**config.mk**
```make
export PLATFORM = sky130hd
export DESIGN_NAME = game_supervisor
export DESIGN_NICKNAME = d
export VERILOG_FILES = /design/src/rtl/game_pkg.sv /design/src/rtl/game_timer.sv /design/src/rtl/game_supervisor.sv
export SDC_FILE = /design/constraint.sdc
export NUM_CORES = 1
export LEC_CHECK = 0
export BUFFER_PORTS_ARGS = -buffer_cell sky130_fd_sc_hd__buf_4
export CAP_MARGIN = 25
export CELL_PAD_IN_SITES_DETAIL_PLACEMENT = 1
export CELL_PAD_IN_SITES_GLOBAL_PLACEMENT = 1
export CORE_MARGIN = 4
export CORE_UTILIZATION = 40
export DETAILED_ROUTE_END_ITERATION = 16
export GPL_ROUTABILITY_DRIVEN = 0
export MAX_ROUTING_LAYER = met4
export PLACE_DENSITY_LB_ADDON = 0.25
export SLEW_MARGIN = 20
export SYNTH_ARGS = -nofsm -noshare
export SYNTH_HDL_FRONTEND = slang
export SYNTH_SLANG_ARGS = --single-unit
```
**constraint.sdc**
```tcl
create_clock -name clk -period 10.07 [get_ports clk]
set_clock_uncertainty 0.05 [all_clocks]
set_input_delay 1.5105 -clock clk [delete_from_list [all_inputs] [get_ports clk]]
set_output_delay 1.5105 -clock clk [all_outputs]
set_load 0.1 [all_outputs]
```
**src/rtl/game_pkg.sv**
```systemverilog
//------------------------------------------------------------------------------
// Module  : game_pkg
// Brief   : Shared state encoding and popcount helper for the game supervisor.
// Revision: 1.0 - initial release
//------------------------------------------------------------------------------
`default_nettype none

package game_pkg;

    typedef enum logic [2:0] {
        ST_IDLE              = 3'd0,
        ST_ACTIVATING        = 3'd1,
        ST_ACTIVATED         = 3'd2,
        ST_DETONATING        = 3'd3,
        ST_MISSION_FAILED    = 3'd4,
        ST_MISSION_SUCCESSED = 3'd5
    } state_e;

    localparam int c_POPCNT_W = 6;

    function automatic logic [c_POPCNT_W-1:0] popcount32(input logic [31:0] vec);
        logic [c_POPCNT_W-1:0] cnt;
        cnt = '0;
        for (int i = 0; i < 32; i++) begin
            cnt = cnt + {{(c_POPCNT_W-1){1'b0}}, vec[i]};
        end
        return cnt;
    endfunction

endpackage

`default_nettype wire

```
**src/rtl/game_timer.sv**
```systemverilog
//------------------------------------------------------------------------------
// Module  : game_timer
// Brief   : Saturating seconds countdown with load, tick and optional strike
//           penalty (enabled by STRIKE_PENALTY_EN).
// Revision: 1.0 - initial release
//------------------------------------------------------------------------------
`default_nettype none

module game_timer
    import game_pkg::*;
#(
    parameter int TIMER_W    = 10,
    parameter int TIMER_INIT = 300,
    parameter int PENALTY    = 30
)(
    input  logic                  clk,
    input  logic                  rst,
    input  logic                  load_i,
    input  logic                  run_i,
    input  logic                  tick_i,
    input  logic [c_POPCNT_W-1:0] strike_cnt_i,
    output logic [TIMER_W-1:0]    time_left_o,
    output logic                  expire_o
);

    logic [TIMER_W-1:0] time_q;
    logic [TIMER_W-1:0] time_d;
    logic [31:0]        w_dec;
    logic               w_expire;

    always_comb begin
        w_dec    = {31'd0, tick_i};
`ifdef STRIKE_PENALTY_EN
        w_dec    = w_dec + 32'(PENALTY) * {{(32-c_POPCNT_W){1'b0}}, strike_cnt_i};
`endif
        if (w_dec >= 32'(time_q)) begin
            time_d = '0;
        end else begin
            time_d = time_q - TIMER_W'(w_dec);
        end
        w_expire = tick_i && (time_q <= TIMER_W'(1));
`ifdef STRIKE_PENALTY_EN
        // A penalty that drains the clock detonates on the same edge.
        if ((strike_cnt_i != '0) && (time_d == '0)) begin
            w_expire = 1'b1;
        end
`endif
    end

`ifndef STRIKE_PENALTY_EN
    logic w_unused_penalty;
    assign w_unused_penalty = ^{strike_cnt_i, 32'(PENALTY)};
`endif

    always_ff @(posedge clk) begin
        if (!rst) begin
            time_q <= '0;
        end else if (load_i) begin
            time_q <= TIMER_W'(TIMER_INIT);
        end else if (run_i) begin
            time_q <= time_d;
        end
    end

    assign time_left_o = time_q;
    assign expire_o    = run_i && w_expire;

endmodule

`default_nettype wire

```
**src/rtl/game_supervisor.sv**
```systemverilog
//------------------------------------------------------------------------------
// Module  : game_supervisor
// Brief   : Bomb-game supervisor FSM: activation, countdown, strikes, solve
//           tracking and detonation. Optional macro: STRIKE_PENALTY_EN.
// Revision: 1.0 - initial release
//------------------------------------------------------------------------------
`default_nettype none

module game_supervisor
    import game_pkg::*;
#(
    parameter int NUM_MODULES = 5,
    parameter int MAX_STRIKES = 3,
    parameter int TIMER_W     = 10,
    parameter int TIMER_INIT  = 300,
    parameter int DET_CYCLES  = 16,
    parameter int PENALTY     = 30
)(
    input  logic                   clk,
    input  logic                   rst,
    input  logic                   activate,
    input  logic [NUM_MODULES-1:0] mod_activated,
    input  logic [NUM_MODULES-1:0] mod_solved,
    input  logic [NUM_MODULES-1:0] mod_strike,
    input  logic                   tick_1hz,
    input  logic                   explode,
    output logic [2:0]             current_state,
    output logic [TIMER_W-1:0]     time_left,
    output logic [3:0]             strikes,
    output logic [NUM_MODULES-1:0] solved_mask,
    output logic                   strike_pulse
);

    localparam int c_DET_W = (DET_CYCLES > 1) ? $clog2(DET_CYCLES) : 1;

    state_e                 state_q;
    logic [3:0]             strikes_q;
    logic [NUM_MODULES-1:0] solved_q;
    logic                   strike_pulse_q;
    logic [c_DET_W-1:0]     det_cnt_q;

    logic                   w_active;
    logic                   w_load;
    logic [31:0]            w_strike_vec;
    logic [c_POPCNT_W-1:0]  w_strike_cnt;
    logic [6:0]             w_strike_sum;
    logic [3:0]             w_strikes_sat;
    logic                   w_timer_expire;
    logic                   w_boom;
    logic                   w_all_solved;

    always_comb begin
        w_active                       = (state_q == ST_ACTIVATED);
        w_load                         = (state_q == ST_ACTIVATING) && (&mod_activated);
        w_strike_vec                   = '0;
        w_strike_vec[NUM_MODULES-1:0]  = mod_strike;
        w_strike_cnt                   = w_active ? popcount32(w_strike_vec) : '0;
        w_strike_sum                   = 7'(strikes_q) + 7'(w_strike_cnt);
        w_strikes_sat                  = (w_strike_sum >= 7'(MAX_STRIKES)) ?
                                         4'(MAX_STRIKES) : w_strike_sum[3:0];
        w_boom                         = explode || w_timer_expire ||
                                         (w_strike_sum >= 7'(MAX_STRIKES));
        w_all_solved                   = &(solved_q | mod_solved);
    end

    game_timer #(
        .TIMER_W    (TIMER_W),
        .TIMER_INIT (TIMER_INIT),
        .PENALTY    (PENALTY)
    ) u_timer (
        .clk          (clk),
        .rst          (rst),
        .load_i       (w_load),
        .run_i        (w_active),
        .tick_i       (tick_1hz && w_active),
        .strike_cnt_i (w_strike_cnt),
        .time_left_o  (time_left),
        .expire_o     (w_timer_expire)
    );

    always_ff @(posedge clk) begin
        if (!rst) begin
            state_q        <= ST_IDLE;
            strikes_q      <= '0;
            solved_q       <= '0;
            strike_pulse_q <= 1'b0;
            det_cnt_q      <= '0;
        end else begin
            strike_pulse_q <= w_active && (|mod_strike);
            case (state_q)
                ST_IDLE: begin
                    if (!activate) begin
                        state_q <= ST_ACTIVATING;
                    end
                end
                ST_ACTIVATING: begin
                    if (&mod_activated) begin
                        state_q   <= ST_ACTIVATED;
                        strikes_q <= '0;
                        solved_q  <= '0;
                    end
                end
                ST_ACTIVATED: begin
                    strikes_q <= w_strikes_sat;
                    solved_q  <= solved_q | mod_solved;
                    det_cnt_q <= '0;
                    // Detonation has priority over a simultaneous final solve.
                    if (w_boom) begin
                        state_q <= ST_DETONATING;
                    end else if (w_all_solved) begin
                        state_q <= ST_MISSION_SUCCESSED;
                    end
                end
                ST_DETONATING: begin
                    if (det_cnt_q == c_DET_W'(DET_CYCLES - 1)) begin
                        state_q <= ST_MISSION_FAILED;
                    end else begin
                        det_cnt_q <= det_cnt_q + c_DET_W'(1);
                    end
                end
                ST_MISSION_FAILED, ST_MISSION_SUCCESSED: begin
                    state_q <= state_q;
                end
                default: begin
                    state_q <= ST_IDLE;
                end
            endcase
        end
    end

    assign current_state = state_q;
    assign strikes       = strikes_q;
    assign solved_mask   = solved_q;
    assign strike_pulse  = strike_pulse_q;

endmodule

`default_nettype wire

```
# After elaboration in Yosys (flattened, before gate mapping)

Cells that the tools add are included.

Output and inout port bits: 23
Input port bits: 20
Word-level logic and storage cells: 67
Register bits after elaboration: 27

Mux-type cells: 17
Equal/unequal tests: 11
Add/sub/neg operators: 7
Bitwise gates (word level): 3
Reductions and logical operators: 19
Magnitude comparators: 3

Operators by type and width:

| operator            | count |
|---|---|
| $mux 9              | 2 |
| $pmux 4 s2          | 2 |
| $mux 3              | 5 |
| $pmux 3 s5          | 1 |
| $reduce_and 5->1    | 3 |
| $mux 4              | 3 |
| $ge 1x10->1         | 1 |
| $le 10x1->1 const B | 1 |
| $mux 10             | 1 |
| $mux 5              | 2 |
| $pmux 5 s2          | 1 |
| $sub 10x1->10       | 1 |
| $add 4x5->6         | 1 |
| $eq 3x2->1 const B  | 2 |
| $eq 3x3->1 const B  | 2 |
| $ge 6x2->1 const B  | 1 |
| $ne 2x2->1 const B  | 3 |
| $reduce_bool 2->1   | 3 |
| $add 4x1->5         | 1 |
| $logic_and 1x1->1   | 5 |
| $or 5x5->5          | 1 |
| $reduce_or 5->1     | 1 |
| $add 3x1->4         | 1 |
| $add 4x1->4 const B | 1 |
| other kinds (11)    | 15 |

# Logic depth before layout (Yosys ltp)

Word-level depth: 10
Gate-level depth with buffers: 12

# Hierarchy

Synthesis repeated with hierarchy kept, for this count alone.

Cell total of the unflattened synthesis: 174
Area, all modules: 1566.5 sq um

Modules (own cells, without submodules):

| module          | sequential area each (sq um) | cells each | area each (sq um) | instances |
|---|---|---|---|---|
| game_supervisor | 340.3                        | 112        | 1013.5            | 1 |
| game_timer      | 200.2                        | 62         | 553.0             | 1 |

# Least setup slack after synthesis

No wires, ideal clock.

Path kind: input to register
From: input mod_strike[0]
To: register state_q[0], in the netlist current_state[0]
Required time: 9894 ps
Slack: 5853 ps
Arrival: 4041 ps
Cell stages on the path: 12
Cell sequence: inv_1 fa_1 fa_1 inv_1 ha_1 and2_1 fa_1 a21oi_1 nor4b_1 nand3_1 nor3_1 o21ai_0

Word-level cells in the longest chain between the ends: 10
Elaborated cells on any way between the ends: 12
Those cells by class: add/sub (5); order compare (1); eq/ne (1); mux (3); reduce/logical (2)

RTL lines:

| what                                                                   | RTL line               | source |
|---|---|---|
| start, declared                                                        | game_supervisor.sv:24  | `input logic [NUM_MODULES-1:0] mod_strike,` |
| $add 1x1->2 (*)                                                        | game_pkg.sv:25         | `cnt = cnt + {{(c_POPCNT_W-1){1'b0}}, vec[i]};` |
| $add 2x1->3 (*)                                                        | game_pkg.sv:25         |  |
| $add 3x1->4 (*)                                                        | game_pkg.sv:25         |  |
| $add 4x1->5 (*)                                                        | game_pkg.sv:25         |  |
| $mux 5 (*)                                                             | game_supervisor.sv:57  | `w_strike_cnt = w_active ? popcount32(w_strike_vec) : '0;` |
| $add 4x5->6 (*)                                                        | game_supervisor.sv:58  | `w_strike_sum = 7'(strikes_q) + 7'(w_strike_cnt);` |
| $ge 6x2->1 (*)                                                         | game_supervisor.sv:62  | `(w_strike_sum >= 7'(MAX_STRIKES));` |
| $logic_or 1x1->1 (*)                                                   | game_supervisor.sv:61  | `w_boom = explode \|\| w_timer_expire \|\|` |
| $ne 3x3->1 (no source line) / $mux 3 (equally long branches)           | n/a                    |  |
| $reduce_and 5->1 (no source line) / $pmux 3 s5 (equally long branches) | n/a                    |  |
| end signal, assigned                                                   | game_supervisor.sv:122 | `state_q <= state_q;` |
| end, declared                                                          | game_supervisor.sv:36  | `state_e state_q;` |

Mark *: on every way between the ends. The rest lies on a longest branch, timed or not.
A chain may end at the register's enable or synchronous reset.

# Worst setup path after layout

From: input mod_strike[1]
To: register state_q[0], in the netlist current_state[0]

The elaborated chain is that of the path after synthesis.

==> metrics.yaml <==
rows: 22
path_common_cell: "fa_1"
port_buffers: 42
htree_levels: 1
dr.pass1.iters: 4
cts_tree: "yes"
drt_iter0_drc: 69
cp-start-kind: "input port"
grt_pass1_vias: 1625
postCtsSetupRepairBufs: 0
ys_ff_latch: 27
critPathMaxStageDelay_ns: 0.50
antenna_found_initial: 0
vias_per_cell: 5.49
power.density_nw_per_um2: 231
ff2ff_path_depth: 10
hold_viol_final: 0
vias: 1472
synth_top_family_by_area: "simple AND/OR/NAND/NOR gates"
drv_slew: 0
die_w_um: 69.3
ys.warnings.count: 0
r2r-end: "current_state[0]"
cp_cell_sequence: "buf_4 -> inv_1 -> fa_1 -> fa_1 -> inv_1 -> ha_1 -> and2_1 -> fa_1 -> a21oi_1 -> nor4b_1 -> nand3_1 -> nor3_1 -> o21ai_0"
rsz0062_at_grt: "no"
status: "finished clean"
nFillCells: 454
hold_end: "strikes[2]"
holdPathStages: 1
synth_adder_area_share: 0.106
die-area_sq_um: 4810
rrSetupSlack_ns: 7.12
synth_edf_count: 0
synth.distinct_cells: 40
drt_drc_violations_left: 0
synth_mux_area_frac: 0.00665
path_class: "in -> reg"
async_flop_share: 0
drive_gt1_frac: 0.232
worstPathRequired_ns: 10.19
wl_per_cell_um: 15.5
synthFlopType: "dfxtp_1"
max_slew_margin: 0.588
fmax_mhz: 234
critPathBufInv: 3
cts_hold_repair.buffers: 0
core_sq_um: 3660
crit_slowest_cell: "fa_1"
start_util: 0.411
ios: 43
final_cell_count_no_fill: 268
synth_area_sq_um: 1510
syn-num-nets: 212
dpl_cell_area_sq_um: 1850
yosysSeqAreaShare: 0.359
hold_start: "strikes[2]"
grt.overflow.total: 0
layout_min_cycle_time_ns: 4.27
final_antenna_net_count: 0
clockBufferDepth: 2
final_core_util: 0.519
hpwl_um: 3270
area_growth_pct: 26.3
syn_avg_cell_area_sq_um: 8.32
grt_max_degree: 17
n_antenna_cell: 0
fin_nets: 252
syn-instance-count: 181
cts.repair.resized: 0
cts.sinks: 27
cts_buffers: 3
drt_wl_total_um: 4160
fin_crit_sh: 0.424
clkLatencyLatePin_ns: 0.28
cap_violations: 0
tightest_slew_ns: 0.617
r2r-start: "current_state[0]"
clkSlewWorstSetupHoldPaths_ns: 0.10
cp.arrival_ns: 4.40
grt_usage: 0.187
cts-root-buf: "clkbuf_8"
synth_compound_area_frac: 0.162
crit_fanout: 3
fin_area_sq_um: 1900
yosys.area_share.simple: 0.288
min-delay-path-class: "reg -> reg"
place_inst: 264
grt_pass1_wl_um: 7360
end_kind: "flip-flop"
die_h_um: 69.3
setup_viol: 0
setup_tns_ns: 0
p_leak_nw: 0.827
synth_xor_area_frac: 0.0291
ir_drop_uv: 107
crit_family: "adder cells"
[worst register-to-register path: cells and delay by family (launching register included)]
family / cells / cell delay (ns)
AND/OR/NAND/NOR: 6 / 1.20
adder cells (fa/ha/maj): 2 / 0.70
flip-flops: 1 / 0.60
AO/OA/AOI/OAI: 2 / 0.29
[cell usage in the layout, fill, tap and decap left out, drive strengths merged, types with 2 or more instances in the layout]
cell type,count
nand2b,2
nand3,10
or3,2
or4,2
dfxtp,27
o21ai,5
o211ai,2
a21oi,14
o22ai,2
buf,42
ha,8
nor2,20
nand4,3
fa,3
nor3,12
xor2,3
a31oi,2
and2,8
nor4,3
xnor2,2
a22oi,5
inv,12
nor2b,4
nand2,11
clkbuf,3
[synthesized netlist by cell type, types with 3 or more instances]
master / count / area [sq um]
nor2_1: 20 / 75.1
nand4_1: 3 / 18.8
a22oi_1: 5 / 37.5
dfxtp_1: 27 / 541
fa_1: 3 / 60.1
nand2_1: 11 / 41.3
nor3_1: 12 / 60.1
a21oi_1: 14 / 70.1
xor2_1: 3 / 26.3
nand3_1: 9 / 45.0
ha_1: 8 / 100
inv_1: 12 / 45.0
nor2b_1: 4 / 25.0
and2_1: 7 / 43.8
o21ai_0: 5 / 25.0
clkbuf_1: 5 / 18.8
[state kept, by name, indices dropped and copies added, names as in the netlist]
name / count
u_timer.time_left_o: 10
solved_mask: 5
det_cnt_q: 4
strikes: 4
current_state: 3
strike_pulse: 1
[where the power goes]
| group | total (mW) | internal [mW] | leakage, nW | switching [mW] |
|---|---|---|---|---|
| Combinational | 0.228 | 0.0616 | 0.586 | 0.166 |
| Sequential | 0.144 | 0.121 | 0.219 | 0.0231 |
| Clock | 0.0672 | 0.0283 | 0.0217 | 0.0390 |
| Total | 0.440 | 0.211 | 0.827 | 0.229 |
[worst max path at each step]
stage                  start                to  slack, ns  cells past startpoint
6_report       mod_strike[1]  current_state[0]       5.80                     13
5_1_grt        mod_strike[1]  current_state[0]       5.58                     13
4_1_cts        mod_strike[1]  current_state[0]       5.80                     13
3_5_place_dp   mod_strike[1]  current_state[0]       5.52                     13
3_3_place_gp   mod_strike[1]  current_state[0]       5.65                     13
2_1_floorplan  mod_strike[0]  current_state[0]       5.85                     12
[metal layers]
layer	vias up	track usage	share of wire
met1	714	0.218	0.45
met2	32	0.328	0.50
met4	0	0.0586	0.011
met5	-	-	0
met3	5	0.0304	0.039
li1	721	-	-
[through the flow]
step	hold slack, ns	setup WS [ns]	power, mW
after floorplan	0.415	5.85	0.323
after global placement	0.430	5.65	0.366
after detailed placement	0.445	5.52	0.375
after CTS	0.464	5.80	0.439
after global routing	0.484	5.58	0.464
final	0.459	5.80	0.440
[logic make-up (layout without fill, tap and decap cells)]
group,after synthesis,count (layout)
multiplexers,1,1
AND/OR/NAND/NOR,80,80
adder cells (fa/ha/maj),11,11
buffers and inverters,19,58
AO/OA/AOI/OAI,38,38
XOR/XNOR,5,5
flip-flops,27,27
[area by class of cell]
cell class	instances	area, sq um	share of cell area
Timing Repair Buffer	42	315	0.166
Clock buffer	3	41.3	0.0217
Sequential cell	27	541	0.284
Clock inverter	1	7.51	0.00395
Tap cell	48	60.1	0.0316
Multi-Input combinational cell	135	891	0.469
Inverter	12	45.0	0.0237
Power figures use the tool's default switching activity.
